[config.mk]
export PLATFORM = sky130hd
export DESIGN_NAME = duck_hit_ctl
export DESIGN_NICKNAME = d
export VERILOG_FILES = /design/src/rtl/game_pkg.sv /design/src/rtl/duck_hit_ctl_hitbox_cmp.sv /design/src/rtl/duck_hit_ctl.sv
export SDC_FILE = /design/constraint.sdc
export NUM_CORES = 1
export LEC_CHECK = 0
export ABC_AREA = 1
export BUFFER_PORTS_ARGS = -buffer_cell sky130_fd_sc_hd__clkbuf_2
export CORE_MARGIN = 5
export CORE_UTILIZATION = 40
export DETAILED_ROUTE_END_ITERATION = 10
export SYNTH_ARGS = -nofsm -noshare
export SYNTH_HDL_FRONTEND = slang
export SYNTH_HIERARCHICAL = 1
export SYNTH_SLANG_ARGS = --single-unit
[constraint.sdc]
create_clock -name clk -period 7.86 [get_ports clk]
set_input_delay 1.179 -clock clk [delete_from_list [all_inputs] [get_ports clk]]
set_output_delay 1.179 -clock clk [all_outputs]
set_load 0.005 [all_outputs]
[src/rtl/game_pkg.sv]
// -----------------------------------------------------------------------------
// game_pkg
//   Shared definitions for Game_Control: the duck hitbox geometry (also used by
//   the duck controller), the shot-evaluator state type and a saturating
//   subtract helper for the hitbox lower bounds.
//
//   Contents:
//     DUCK_WIDTH, DUCK_HEIGHT  default hitbox size in pixels
//     HIT_MARGIN               extra pixels per side when DUCK_HIT_MARGIN_EN
//                              is defined
//     hit_state_t              duck_hit_ctl state encoding
//     sat_sub13()              13-bit subtract clamped at zero
// -----------------------------------------------------------------------------
package game_pkg;

    localparam int unsigned DUCK_WIDTH  = 96;
    localparam int unsigned DUCK_HEIGHT = 32;
    localparam int unsigned HIT_MARGIN  = 4;

    typedef enum logic [2:0] {
        HS_IDLE,
        HS_ARMED,
        HS_EVAL,
        HS_HIT_HOLD,
        HS_MISS_HOLD
    } hit_state_t;

    // a - b, floored at zero rather than wrapping.
    function automatic logic [12:0] sat_sub13(input logic [12:0] a,
                                              input logic [12:0] b);
        return (a >= b) ? (a - b) : '0;
    endfunction

endpackage

[src/rtl/duck_hit_ctl_hitbox_cmp.sv]
// -----------------------------------------------------------------------------
// hitbox_cmp
//   Combinational rectangle containment check. Reports whether the point
//   (mx, my) lies inside the half-open box [dx, dx+BOX_W) x [dy, dy+BOX_H).
//   All arithmetic is done at 13 bits so the upper bounds cannot wrap.
//
//   Optional feature macro: DUCK_HIT_MARGIN_EN
//     When defined the box grows by HIT_MARGIN pixels on every side; the lower
//     bounds clamp at 0 instead of wrapping.
//
//   Ports:
//     mx_i, my_i  [11:0]  point to test (pixels)
//     dx_i, dy_i  [11:0]  box top-left corner (pixels)
//     hit_o               1 when the point is inside the box
// -----------------------------------------------------------------------------
module hitbox_cmp #(
    parameter int unsigned BOX_W = game_pkg::DUCK_WIDTH,
    parameter int unsigned BOX_H = game_pkg::DUCK_HEIGHT
) (
    input  logic [11:0] mx_i,
    input  logic [11:0] my_i,
    input  logic [11:0] dx_i,
    input  logic [11:0] dy_i,
    output logic        hit_o
);
    import game_pkg::*;

`ifdef DUCK_HIT_MARGIN_EN
    localparam int unsigned MARGIN = HIT_MARGIN;
`else
    localparam int unsigned MARGIN = 0;
`endif

    localparam logic [12:0] MARGIN13 = 13'(MARGIN);
    localparam logic [12:0] SPAN_X   = 13'(BOX_W + MARGIN);
    localparam logic [12:0] SPAN_Y   = 13'(BOX_H + MARGIN);

    logic [12:0] mx13;
    logic [12:0] my13;
    logic [12:0] dx13;
    logic [12:0] dy13;
    logic [12:0] x_lo;
    logic [12:0] x_hi;
    logic [12:0] y_lo;
    logic [12:0] y_hi;
    logic        in_x;
    logic        in_y;

    always_comb begin
        mx13 = {1'b0, mx_i};
        my13 = {1'b0, my_i};
        dx13 = {1'b0, dx_i};
        dy13 = {1'b0, dy_i};

        // Lower bound saturates at 0 so a duck hugging the left/top edge keeps
        // its margin clipped rather than wrapping to a huge value.
        x_lo = sat_sub13(dx13, MARGIN13);
        y_lo = sat_sub13(dy13, MARGIN13);

        // Upper bound is exclusive; max is 4095 + 96 + 4, well inside 13 bits.
        x_hi = dx13 + SPAN_X;
        y_hi = dy13 + SPAN_Y;

        in_x  = (mx13 >= x_lo) && (mx13 < x_hi);
        in_y  = (my13 >= y_lo) && (my13 < y_hi);
        hit_o = in_x && in_y;
    end

endmodule

[src/rtl/duck_hit_ctl.sv]
// -----------------------------------------------------------------------------
// duck_hit_ctl
//   Shot evaluator for the duck game. Detects left-button click edges, captures
//   the cursor and duck coordinates on each accepted click, judges hit or miss
//   one cycle later, keeps the per-duck shot budget and the saturating score,
//   and holds for HOLD_CYCLES after a kill or an exhausted budget before
//   re-arming.
//
//   Optional feature macro: DUCK_HIT_MARGIN_EN (enlarges the hitbox by
//   HIT_MARGIN pixels per side; handled inside hitbox_cmp).
//
//   Parameters:
//     DUCK_WIDTH, DUCK_HEIGHT  hitbox size in pixels
//     SHOTS_PER_DUCK           shots per duck, 1..3
//     HOLD_CYCLES              cycles spent in HIT_HOLD / MISS_HOLD, >= 1
//     SCORE_MAX                score saturation value
//
//   Ports:
//     clk, rst_n               clock, asynchronous active-low reset
//     game_enable              gameplay active while high
//     mouse_left               left-button level (synchronous to clk)
//     mouse_xpos, mouse_ypos   cursor position [11:0]
//     duck_xpos, duck_ypos     duck top-left corner [11:0]
//     shot_fired               1-cycle pulse per accepted click
//     target_killed            1-cycle pulse on a hit
//     round_missed             1-cycle pulse when the budget runs out
//     shots_left [1:0]         remaining shots for the current duck
//     score      [7:0]         saturating hit count
// -----------------------------------------------------------------------------
module duck_hit_ctl #(
    parameter int unsigned DUCK_WIDTH     = game_pkg::DUCK_WIDTH,
    parameter int unsigned DUCK_HEIGHT    = game_pkg::DUCK_HEIGHT,
    parameter int unsigned SHOTS_PER_DUCK = 3,
    parameter logic [19:0] HOLD_CYCLES    = 20'd650000,
    parameter int unsigned SCORE_MAX      = 99
) (
    input  logic        clk,
    input  logic        rst_n,
    input  logic        game_enable,
    input  logic        mouse_left,
    input  logic [11:0] mouse_xpos,
    input  logic [11:0] mouse_ypos,
    input  logic [11:0] duck_xpos,
    input  logic [11:0] duck_ypos,
    output logic        shot_fired,
    output logic        target_killed,
    output logic        round_missed,
    output logic [1:0]  shots_left,
    output logic [7:0]  score
);
    import game_pkg::*;

    localparam logic [1:0]  SHOTS_INIT  = 2'(SHOTS_PER_DUCK);
    localparam logic [19:0] HOLD_RELOAD = HOLD_CYCLES - 20'd1;
    localparam logic [7:0]  SCORE_SAT   = 8'(SCORE_MAX);

    hit_state_t  state_q;
    logic        mouse_left_q;
    logic [19:0] hold_q;
    logic [11:0] cap_mx_q;
    logic [11:0] cap_my_q;
    logic [11:0] cap_dx_q;
    logic [11:0] cap_dy_q;
    logic [1:0]  shots_q;
    logic [7:0]  score_q;
    logic        shot_q;
    logic        kill_q;
    logic        miss_q;

    logic        click;
    logic        hit;
    logic [7:0]  score_d;

    assign click = mouse_left & ~mouse_left_q;

    always_comb begin
        score_d = score_q;
        if (score_q < SCORE_SAT) begin
            score_d = score_q + 8'd1;
        end
    end

    // Judged from the captured coordinates, so the result is stable for the
    // whole EVAL cycle regardless of live cursor/duck motion.
    hitbox_cmp #(
        .BOX_W (DUCK_WIDTH),
        .BOX_H (DUCK_HEIGHT)
    ) u_hitbox (
        .mx_i  (cap_mx_q),
        .my_i  (cap_my_q),
        .dx_i  (cap_dx_q),
        .dy_i  (cap_dy_q),
        .hit_o (hit)
    );

    always_ff @(posedge clk or negedge rst_n) begin
        if (!rst_n) begin
            state_q      <= HS_IDLE;
            mouse_left_q <= 1'b0;
            hold_q       <= '0;
            cap_mx_q     <= '0;
            cap_my_q     <= '0;
            cap_dx_q     <= '0;
            cap_dy_q     <= '0;
            shots_q      <= '0;
            score_q      <= '0;
            shot_q       <= 1'b0;
            kill_q       <= 1'b0;
            miss_q       <= 1'b0;
        end else begin
            mouse_left_q <= mouse_left;
            shot_q       <= 1'b0;
            kill_q       <= 1'b0;
            miss_q       <= 1'b0;

            // Disable has priority over any click or verdict in the same
            // cycle; score and shot budget are left frozen until restart.
            if (!game_enable) begin
                state_q <= HS_IDLE;
            end else begin
                unique case (state_q)
                    HS_IDLE: begin
                        score_q <= '0;
                        shots_q <= SHOTS_INIT;
                        state_q <= HS_ARMED;
                    end

                    HS_ARMED: begin
                        if (click && (shots_q != '0)) begin
                            cap_mx_q <= mouse_xpos;
                            cap_my_q <= mouse_ypos;
                            cap_dx_q <= duck_xpos;
                            cap_dy_q <= duck_ypos;
                            shots_q  <= shots_q - 2'd1;
                            shot_q   <= 1'b1;
                            state_q  <= HS_EVAL;
                        end
                    end

                    HS_EVAL: begin
                        if (hit) begin
                            kill_q  <= 1'b1;
                            score_q <= score_d;
                            hold_q  <= HOLD_RELOAD;
                            state_q <= HS_HIT_HOLD;
                        end else if (shots_q == '0) begin
                            miss_q  <= 1'b1;
                            hold_q  <= HOLD_RELOAD;
                            state_q <= HS_MISS_HOLD;
                        end else begin
                            state_q <= HS_ARMED;
                        end
                    end

                    HS_HIT_HOLD, HS_MISS_HOLD: begin
                        if (hold_q == '0) begin
                            shots_q <= SHOTS_INIT;
                            state_q <= HS_ARMED;
                        end else begin
                            hold_q <= hold_q - 20'd1;
                        end
                    end

                    default: begin
                        state_q <= HS_IDLE;
                    end
                endcase
            end
        end
    end

    assign shot_fired    = shot_q;
    assign target_killed = kill_q;
    assign round_missed  = miss_q;
    assign shots_left    = shots_q;
    assign score         = score_q;

endmodule
==> results_dict.tcl <==
set metrics [dict create \
    cts_tree "done" \
    post_cts_buffers 0 \
    comb_power_share_pct 47.1 \
    p_leak_nw 3.33 \
    wl_met2_microns 5010 \
    clk_latency_ps 340 \
    synth-seq-cells 85 \
    initial_core_util_pct 41.1 \
    ir_drop_uv 196 \
    maxSlewViolCount 0 \
    worstHoldEndpoint "hold_q[0]$_DFFE_PN0P_" \
    yosysSeqAreaShare_pct 38.9 \
    place_ws_ps 4700 \
    fp.dieW_microns 127 \
    slew_headroom_pct 45.6 \
    arrival_ps 3360 \
    wire_per_inst_microns 11.1 \
    wirelength_microns 11100 \
    grt_max_degree 100 \
    power_switching_mw 0.976 \
    path_clk_slew_ps 60 \
    cts_sinks 85 \
    first_pass_iters 5 \
    status "complete, no violations" \
    io_buffers 64 \
    syn_to_final_growth_pct 14.4 \
    grt_usage_pct 14.7 \
    ctsResizeCount 0 \
    root_buffer "clkbuf_16" \
    drtIter0Drc 164 \
    rr_worst_depth 16 \
    hpwl_microns 8230 \
    synth.most_common_cell "nand2_1" \
    critPathLaunchType "flop" \
    syn-num-nets 849 \
    hold_path_depth 1 \
    fmax_mhz 320 \
    yosysTopAreaCell "dfrtp_1" \
    finClkSkew_ps 6.13 \
    antenna_found_initial 0 \
    setup_viol 0 \
    synth_edf_count 0 \
    switching_share_pct 42.2 \
    rrSetupSlack_ps 4730 \
    hold_buffers 0 \
    finalCriticalPeriod_ps 3130 \
    drive_gt1_share_pct 12.9 \
    timing.final.ws_setup_ps 4730 \
    drc_errors 0 \
    worstHoldStart "hold_q[0]$_DFFE_PN0P_" \
    grt_setup_unrepaired "false" \
    pwr_density_cell_nw_per_um2 370 \
    hold_path.class "flop to flop" \
    async_flop_share_pct 100 \
    routed_via_density 4.57 \
    m1WireLength_microns 5510 \
    tightest_slew_ps 815 \
    ctsHtreeMaxLevel 3 \
    maxCapViolations 0 \
    row_count 42 \
    period_share_pct 39.8 \
    vias 4550 \
    regToRegStartpoint "cap_dx_q[5]$_DFFE_PN0P_" \
    ys_types 38 \
    end_kind "flop" \
    core_sq_um 13300 \
    syn_inst 753 \
    ios 65 \
    clockBufferDepth 2 \
    synth_ff_type "dfrtp_1" \
    numCtsBuffers 9 \
    routabilityCongestion 0.803 \
    hold_viol 0 \
    ys_top_cells_by_count "nand2_1, inv_1, dfrtp_1" \
    cp_max_fo 20 \
    synth.area.top_cells "dfrtp_1, nand2_1, ha_1" \
    die_area_sq_um 16100 \
    grt_pass1_wl_microns 19700 \
    netlist.area_leader.share_pct 38.9 \
    grt_overflow 0 \
    grt_pass1_vias 4398 \
    seqPwrFrac_pct 33.0 \
    required_ps 8090 \
    drtAntennaViolNets 0 \
    fin_nets 911 \
    ys_warn_count 6 \
    routed.top_layer "met4" \
    n_antenna_cell 0 \
    setup_tns_ps 0 \
    syn_avg_cell_area_sq_um 7.25 \
    dr_wl_met3_microns 467 \
    intPower_mw 1.33 \
    r2r-end "hold_q[6]$_DFFE_PN0P_" \
    die_h_microns 127 \
    syn_area_sq_um 5460 \
    worstSetupPathType "flop to flop" \
    p_clk_share_pct 19.9 \
]
## cell type report
type	instances	area [sq um]
well taps	176	220
repair buffers	66	338
inverters	121	454
multi-input cells	532	2800
fillers	1378	7040
clock inverters	3	68.8
clock buffers	12	246
flip-flops and latches	85	2130
## routing by layer
layer,global-route usage (%),up-vias
met3,4.12,9
met2,24.3,60
li1,-,2472
met4,3.41,0
met5,0,-
met1,19.2,2009
## layout by cell type, fill, tap and decap left out, types with 2 or more instances in the layout
master,count
nand2_1,239
inv_1,117
dfrtp_1,85
nor2_1,67
clkbuf_2,63
o21ai_0,57
ha_1,44
nand3_1,37
a21oi_1,19
xor2_1,11
nand4_1,10
or2_2,10
clkbuf_16,9
nor3_1,6
xnor2_1,4
inv_2,4
a21o_1,4
buf_4,3
o21bai_1,2
nor2_4,2
nand2_2,2
nor2_2,2
clkbuf_1,2
bufinv_16,2
nand3_2,2
## sequential cells by signal, summed over array words and instances, names as in the netlist
signal         flops
shot_fired         1
hold_q            20
cap_dy_q          12
cap_my_q          12
score              8
state_q            3
target_killed      1
cap_mx_q          12
round_missed       1
shots_left         2
mouse_left_q       1
cap_dx_q          12
## power groups by stage
stage / Clock, mW / Sequential [mW] / Combinational, mW
5_1_grt: 0.493 / 0.793 / 1.31
4_1_cts: 0.476 / 0.767 / 1.11
2_1_floorplan: 0 / 0.729 / 0.884
3_5_place_dp: 0 / 0.773 / 1.10
6_report: 0.460 / 0.763 / 1.09
3_3_place_gp: 0 / 0.772 / 1.09
## how the worst max path moves through the flow
stage	startpoint	endpoint	slack, ps	cells past startpoint
floorplan	cap_dx_q[5]$_DFFE_PN0P_	hold_q[4]$_DFFE_PN0P_	5240	18
global placement	cap_dx_q[5]$_DFFE_PN0P_	hold_q[0]$_DFFE_PN0P_	4800	15
detailed placement	cap_dx_q[5]$_DFFE_PN0P_	hold_q[0]$_DFFE_PN0P_	4700	15
CTS	cap_dx_q[5]$_DFFE_PN0P_	hold_q[6]$_DFFE_PN0P_	4690	16
global route	cap_dx_q[5]$_DFFE_PN0P_	hold_q[19]$_DFFE_PN0P_	4440	16
finish	cap_dx_q[5]$_DFFE_PN0P_	hold_q[6]$_DFFE_PN0P_	4730	16
## cell families (layout without fill, tap and decap cells)
group / after synthesis / count (layout) / share of synthesized area, %
AOI/OAI and AO/OA: 88 / 88 / 8.73
and+or+nand+nor: 384 / 384 / 29.8
xor gates and xnor gates: 15 / 15 / 2.40
adders and majority gates: 44 / 44 / 10.1
DFF: 85 / 85 / 38.9
muxes: 1 / 1 / 0.183
buffers and inverters: 136 / 202 / 9.87
## worst max-delay path: stages (launching register included)
cell	delay, ps
dfrtp_1	390
inv_1	80
ha_1	210
or2_1	270
nor3_1	190
xor2_1	180
ha_1	260
nand3_1	90
nand2_1	50
nor2_1	100
nand3_1	110
nor2_2	130
nor2_1	60
a21oi_2	180
nand2_1	440
nand2_1	190
nand2_1	70
## stage by stage
step           hold slack (ps)  total power, mW  instance area [sq um]  util, %  instances
5_1_grt                    526             2.60                   6250     47.0        995
3_5_place_dp               482             1.87                   5940     44.6        980
2_1_floorplan              448             1.61                   5460        -        753
4_1_cts                    493             2.35                   6250     47.0        995
6_report                   492             2.31                   6250     47.0        995
3_3_place_gp               474             1.86                   5940     44.6        980
Note: power is estimated with default switching activity, not from simulation.
